`config.mk`:
```
export PLATFORM = sky130hd
export DESIGN_NAME = axi_sram_slave
export DESIGN_NICKNAME = d
export VERILOG_FILES = /design/src/rtl/axi_sram_slave.sv
export SDC_FILE = /design/constraint.sdc
export NUM_CORES = 2
export LEC_CHECK = 0
export ABC_AREA = 1
export ABC_CLOCK_PERIOD_IN_PS = 2800
export CAP_MARGIN = 10
export CELL_PAD_IN_SITES_DETAIL_PLACEMENT = 0
export CELL_PAD_IN_SITES_GLOBAL_PLACEMENT = 1
export CORE_ASPECT_RATIO = 0.8
export CORE_UTILIZATION = 40
export DETAILED_ROUTE_END_ITERATION = 8
export PLACE_DENSITY_LB_ADDON = 0.15
export SLEW_MARGIN = 20
export SYNTH_ARGS = -nofsm -noshare
export SYNTH_HDL_FRONTEND = slang
export SYNTH_SLANG_ARGS = --single-unit
```
`constraint.sdc`:
```
create_clock -name ACLK -period 2.8 [get_ports ACLK]
set_input_delay 0.42 -clock ACLK [delete_from_list [all_inputs] [get_ports ACLK]]
set_output_delay 0.42 -clock ACLK [all_outputs]
set_load 0.05 [all_outputs]
```
`src/rtl/axi_sram_slave.sv`:
```
// AXI4 responder over a word-addressed register memory; independent write and read engines, one burst each.
// Write: AW, 1 cycle per W beat, then B. Read: first beat the cycle after AR, 1 beat/cycle while RREADY; outputs held under stall.
module axi_sram_slave #(
    parameter int AXI_ID_WIDTH   = 1,
    parameter int AXI_DATA_WIDTH = 32,
    parameter int AXI_ADDR_WIDTH = 8
) (
    input  logic                        ACLK,
    input  logic                        ARESETN,
    input  logic [AXI_ID_WIDTH-1:0]     AWID,
    input  logic [AXI_ADDR_WIDTH-1:0]   AWADDR,
    input  logic [7:0]                  AWLEN,
    input  logic [2:0]                  AWSIZE,
    input  logic [1:0]                  AWBURST,
    input  logic                        AWVALID,
    output logic                        AWREADY,
    input  logic [AXI_DATA_WIDTH-1:0]   WDATA,
    input  logic [AXI_DATA_WIDTH/8-1:0] WSTRB,
    input  logic                        WLAST,
    input  logic                        WVALID,
    output logic                        WREADY,
    output logic [AXI_ID_WIDTH-1:0]     BID,
    output logic [1:0]                  BRESP,
    output logic                        BVALID,
    input  logic                        BREADY,
    input  logic [AXI_ID_WIDTH-1:0]     ARID,
    input  logic [AXI_ADDR_WIDTH-1:0]   ARADDR,
    input  logic [7:0]                  ARLEN,
    input  logic [2:0]                  ARSIZE,
    input  logic [1:0]                  ARBURST,
    input  logic                        ARVALID,
    output logic                        ARREADY,
    output logic [AXI_ID_WIDTH-1:0]     RID,
    output logic [AXI_DATA_WIDTH-1:0]   RDATA,
    output logic [1:0]                  RRESP,
    output logic                        RLAST,
    output logic                        RVALID,
    input  logic                        RREADY
);
    localparam int AW    = AXI_ADDR_WIDTH - 2;
    localparam int DEPTH = 1 << AW;
    localparam int NB    = AXI_DATA_WIDTH / 8;

    typedef enum logic [1:0] {W_IDLE, W_DATA, W_RESP} w_state_t;
    typedef enum logic       {R_IDLE, R_DATA}         r_state_t;

    logic [AXI_DATA_WIDTH-1:0] mem [DEPTH];

    function automatic logic [AW-1:0] next_word(input logic [AW-1:0] w, input logic [7:0] len,
                                                input logic [1:0] burst);
        logic [AW-1:0] m;
        logic [AW-1:0] inc;
        m   = AW'(len);
        inc = w + {{(AW-1){1'b0}}, 1'b1};
        case (burst)
            2'b00:   return w;
            2'b10:   return (w & ~m) | (inc & m);
            default: return inc;
        endcase
    endfunction

    function automatic logic burst_err(input logic [7:0] len, input logic [2:0] size,
                                       input logic [1:0] burst);
        return (size != 3'b010) || (burst == 2'b11) ||
               (burst == 2'b10 && !(len == 8'd1 || len == 8'd3 || len == 8'd7 || len == 8'd15));
    endfunction

    logic          unused_addr_bits;
    logic          aw_err, ar_err, wr_en;
    logic [AW-1:0] ar_word;

    assign unused_addr_bits = &{1'b0, AWADDR[1:0], ARADDR[1:0]};
    assign aw_err  = burst_err(AWLEN, AWSIZE, AWBURST);
    assign ar_err  = burst_err(ARLEN, ARSIZE, ARBURST);
    assign ar_word = ARADDR[AXI_ADDR_WIDTH-1:2];

    // ---------------- write engine ----------------
    w_state_t      w_state;
    logic [AW-1:0] w_addr;
    logic [7:0]    w_len;
    logic [1:0]    w_burst;
    logic          w_err;
    logic [8:0]    w_cnt;   // one bit wider than AWLEN so overlong bursts stay distinguishable

    assign wr_en = ARESETN && WREADY && WVALID && !w_err && (w_cnt <= {1'b0, w_len});

    always_ff @(posedge ACLK) begin
        if (wr_en) begin
            for (int b = 0; b < NB; b++) begin
                if (WSTRB[b]) mem[w_addr][8*b +: 8] <= WDATA[8*b +: 8];
            end
        end
    end

    always_ff @(posedge ACLK) begin
        if (!ARESETN) begin
            w_state <= W_IDLE;
            AWREADY <= 1'b0;
            WREADY  <= 1'b0;
            BVALID  <= 1'b0;
            BID     <= '0;
            BRESP   <= 2'b00;
            w_addr  <= '0;
            w_len   <= '0;
            w_burst <= '0;
            w_err   <= 1'b0;
            w_cnt   <= '0;
        end else begin
            case (w_state)
                W_IDLE: begin
                    if (AWVALID && AWREADY) begin
                        BID     <= AWID;
                        w_addr  <= AWADDR[AXI_ADDR_WIDTH-1:2];
                        w_len   <= AWLEN;
                        w_burst <= AWBURST;
                        w_err   <= aw_err;
                        w_cnt   <= '0;
                        AWREADY <= 1'b0;
                        WREADY  <= 1'b1;
                        w_state <= W_DATA;
                    end else begin
                        AWREADY <= 1'b1;
                    end
                end
                W_DATA: begin
                    if (WVALID && WREADY) begin
                        w_addr <= next_word(w_addr, w_len, w_burst);
                        if (w_cnt != '1) w_cnt <= w_cnt + 9'd1;
                        if (WLAST) begin
                            WREADY  <= 1'b0;
                            BVALID  <= 1'b1;
                            BRESP   <= (w_err || w_cnt != {1'b0, w_len}) ? 2'b10 : 2'b00;
                            w_state <= W_RESP;
                        end
                    end
                end
                W_RESP: begin
                    if (BREADY) begin
                        BVALID  <= 1'b0;
                        AWREADY <= 1'b1;
                        w_state <= W_IDLE;
                    end
                end
                default: w_state <= W_IDLE;
            endcase
        end
    end

    // ---------------- read engine ----------------
    r_state_t      r_state;
    logic [AW-1:0] r_addr;
    logic [7:0]    r_len;
    logic [7:0]    r_cnt;
    logic [1:0]    r_burst;
    logic          r_err;

    always_ff @(posedge ACLK) begin
        if (!ARESETN) begin
            r_state <= R_IDLE;
            ARREADY <= 1'b0;
            RVALID  <= 1'b0;
            RID     <= '0;
            RDATA   <= '0;
            RRESP   <= 2'b00;
            RLAST   <= 1'b0;
            r_addr  <= '0;
            r_len   <= '0;
            r_cnt   <= '0;
            r_burst <= '0;
            r_err   <= 1'b0;
        end else begin
            case (r_state)
                R_IDLE: begin
                    if (ARVALID && ARREADY) begin
                        ARREADY <= 1'b0;
                        RVALID  <= 1'b1;
                        RID     <= ARID;
                        RDATA   <= ar_err ? '0 : mem[ar_word];
                        RRESP   <= ar_err ? 2'b10 : 2'b00;
                        RLAST   <= (ARLEN == 8'd0);
                        r_addr  <= next_word(ar_word, ARLEN, ARBURST);
                        r_len   <= ARLEN;
                        r_cnt   <= 8'd0;
                        r_burst <= ARBURST;
                        r_err   <= ar_err;
                        r_state <= R_DATA;
                    end else begin
                        ARREADY <= 1'b1;
                    end
                end
                R_DATA: begin
                    if (RREADY) begin
                        if (RLAST) begin
                            RVALID  <= 1'b0;
                            RLAST   <= 1'b0;
                            ARREADY <= 1'b1;
                            r_state <= R_IDLE;
                        end else begin
                            // Memory read here sees pre-write contents if the write engine commits this edge.
                            RDATA  <= r_err ? '0 : mem[r_addr];
                            r_addr <= next_word(r_addr, r_len, r_burst);
                            r_cnt  <= r_cnt + 8'd1;
                            RLAST  <= (r_cnt + 8'd1 == r_len);
                        end
                    end
                end
                default: r_state <= R_IDLE;
            endcase
        end
    end
endmodule

```
==> key figures <==
Run status
  – Status: complete, but fails checks
  – Failing checks: design-rule violations

Clock network
  – H-tree depth: 4
  – CTS Buf Count: roughly 230
  – Sinks on the clock net: 2149
  – CTS clock-pin slew for the worst setup and hold paths: 60 ps
  – Worst-skew pair later-pin latency: 920 ps
  – CTS max path bufs: 4
  – TritonCTS clock tree: done
  – CTS Root Buffer Type: clkbuf_16

Global routing
  – Total GRT Usage: between 30% and 40%
  – Largest net degree at the start of global routing: 77
  – First-pass GRT wire length: approximately 640000 microns
  – Global route overflow: 0
  – Vias in the first global route: between 90000 and 100k
  – Antenna violations before repair: 15

Synth
  – Mapped Cells: 12260
  – Sequential area share after synthesis: 58.57%
  – Mapped Avg Cell Area: 8.846 sq um
  – FFs w/ async S/R, synth: 0%
  – Unique masters post-synth: 44
  – Ys Warns: 0
  – Synth Cell Area: around 0.11 sq mm
  – Top_reg_cell synth: edfxtp_1
  – FF+latch count, synth: roughly 2100
  – Post-synth EDFFs: 2048

Worst setup path
  – RR Startpoint: w_len[2]
  – Worst r2r dst: mem[4][6]
  – WP data required: 2380 ps
  – Worst Setup Path Type: flip-flop to primary output
  – Crit-path max FO: 2
  – R2r setup slk: roughly 100 ps
  – R2R depth: 16
  – Crit path max-delay family: buffers and inverters
  – Cell Chain, Critical Path: clkdlybuf4s50_1
  – CP max stage cell: clkdlybuf4s50_1
  – Critical path arrival: 2360 ps
  – Largest stage delay on the critical path: 930 ps
  – Worst path depth: 1
  – CP startpoint kind: flip-flop
  – CP Buf/Inv Count: 1
  – Crit path capture type: primary output

Detailed routing
  – Routed wire per std cell: 27.42 microns
  – Post-DR vias/cell: 5.889
  – DRT iter0 DRCs: approximately 13000
  – 1st-pass router iterations: 9
  – Routed Antenna Nets: 0
  – Residual DRC count: 5
  – Total Wirelength: 447300 microns
  – Vias post-DR: 96060

Floorplanning
  – Io pins: around 130
  – Die X: 584.2 microns
  – # rows: 170
  – Total die area: 0.2732 sq mm
  – Core Area: 0.2689 sq mm
  – Starting Density: 40.34%
  – Die H: 467.7 microns

Placement
  – GPL Wtd Cong: just over 0.9
  – DP Cell Count: 15880
  – HPWL after DPL: 292000 microns
  – Pre-CTS WS: -204.8 ps
  – Port Buffer Count: 125

Timing
  – Fin crit period: 2777 ps
  – Slew @ Worst Pin: roughly 1000 ps
  – # setup viols final: 0
  – Max Fclk: 0.3601 GHz
  – Setup_tns: 0 ps
  – Setup ws final: 22.72 ps
  – Worst Clk Skew: 46.69 ps
  – Rel. slew slack: a little under a third
  – Final hold slack: 46.90 ps
  – Max Slew Vio Count: 0
  – Fin. Hold Viols: 0
  – Tcrit/Tclk final: between 90% and 100%

Min path
  – Hold path start: WDATA[14]
  – Hold EP: mem[46][14]
  – HP Class: input pin to flip-flop
  – Hold path cells: 2

Cells and area
  – Most frequent cells in the layout: nand2_1, nand3_1, edfxtp_1
  – P&R area growth vs syn: 16.23%
  – Final net count: 12610
  – Layout fillers: 25140
  – Fraction of layout instances using a drive strength above 1: around a tenth
  – Finished Layout Cells: between 15000 and 20000
  – Most common cell after layout, fill and taps aside: nand2_1

Power
  – Leak: 47.56 nW
  – Pwr per Cell Area: 682.6 mW/mm^2
  – Worst vdd ir: 0.0006159 V

Run
  – Max-Cap Viols: 0
## flip-flops by register name, indices dropped and copies added, names as in the netlist, 2 cells and up, named ones only
register	cells
mem	2048
r_len	8
r_addr	6
w_cnt	9
r_cnt	8
r_burst	2
w_state	2
w_burst	2
w_len	8
RDATA	32
## per-stage QoR
step                      util (%)  total power, mW  area (sq um)
after floorplan                  -            45.99        108500
after global placement       43.91            54.16        118100
after detailed placement     43.91            54.25        118100
after CTS                    46.81            85.87        125800
after global routing         46.88            88.53        126000
final                        46.88            86.04        126100
## synth_stat cells, drive strengths merged (2+ instances only)
library cell,n,area [sq um]
o21ai,98,490.5
a21oi,76,380.4
a31oi,7,43.79
nor2,321,1230
nor3b,3,27.52
inv,156,590.6
nand3,4016,20120
nor3,18,95.09
o211ai,5,37.54
nand2,4408,16550
clkbuf,173,649.4
buf,778,4253
a211oi,2,15.01
o31ai,3,22.52
or2,2,12.52
o21a,3,22.52
ha,14,175.2
edfxtp,2048,61500
xor2,13,113.9
dfxtp,101,2022
nand4,5,31.28
## what timing repair did
action,CTS,global route
gates cloned,0,1
gates resized for setup,20,49
setup buffers,0,1
endpoints found under the setup margin,807,1637
hold endpoints to repair,29,0
hold buffers,5,0
pin swaps,0,1
## layer usage
layer  track usage, %  wire length [microns]  vias to the layer above
met2            46.83                 190100                     5861
met1            44.63                 184200                    46320
li1                 -                      -                    42930
met4            13.52                  19840                       22
met5           0.2619                    138                        -
met3            8.584                  52990                      934
## area by class of cell
type	instances	area, sq um	share of cell area [%]
clock buffers	263	5963	4.731
repair buffers	970	10020	7.951
flip-flops and latches	2149	63540	50.41
inverters	157	668.1	0.5301
multi-input cells	9003	39600	31.42
clock inverters	152	1723	1.367
diodes	6	15.01	0.01191
well taps	3612	4519	3.585
## cell families (layout without fill, tap and decap cells)
logic type,Yosys count,after routing,synth area share [%]
AOI/OAI and AO/OA,200,200,0.9784
xor gates and xnor gates,14,14,0.1131
and+or+nand+nor,8773,8773,35.10
buffers and inverters,1108,1542,5.068
adders and majority gates,14,14,0.1615
DFF,2149,2149,58.57
other,1,8,0.003458
## worst max path at each step
stage              start          to  slack [ps]
2_1_floorplan   w_len[2]  mem[22][0]         440
3_3_place_gp    w_len[2]   mem[6][5]        -240
3_5_place_dp    w_len[2]   mem[0][5]        -200
4_1_cts         w_len[2]  mem[62][2]           2
5_1_grt         w_len[1]  mem[17][0]         -20
6_report       RDATA[14]   RDATA[14]          20
## where the power goes
| part | internal [mW] | switching [mW] |
|---|---|---|
| clock | 18.6 | 13.3 |
| combinational | 5.24 | 13.1 |
| sequential | 35.4 | 0.371 |
| total | 59.2 | 26.8 |
Note: power is estimated with default switching activity, not from simulation.
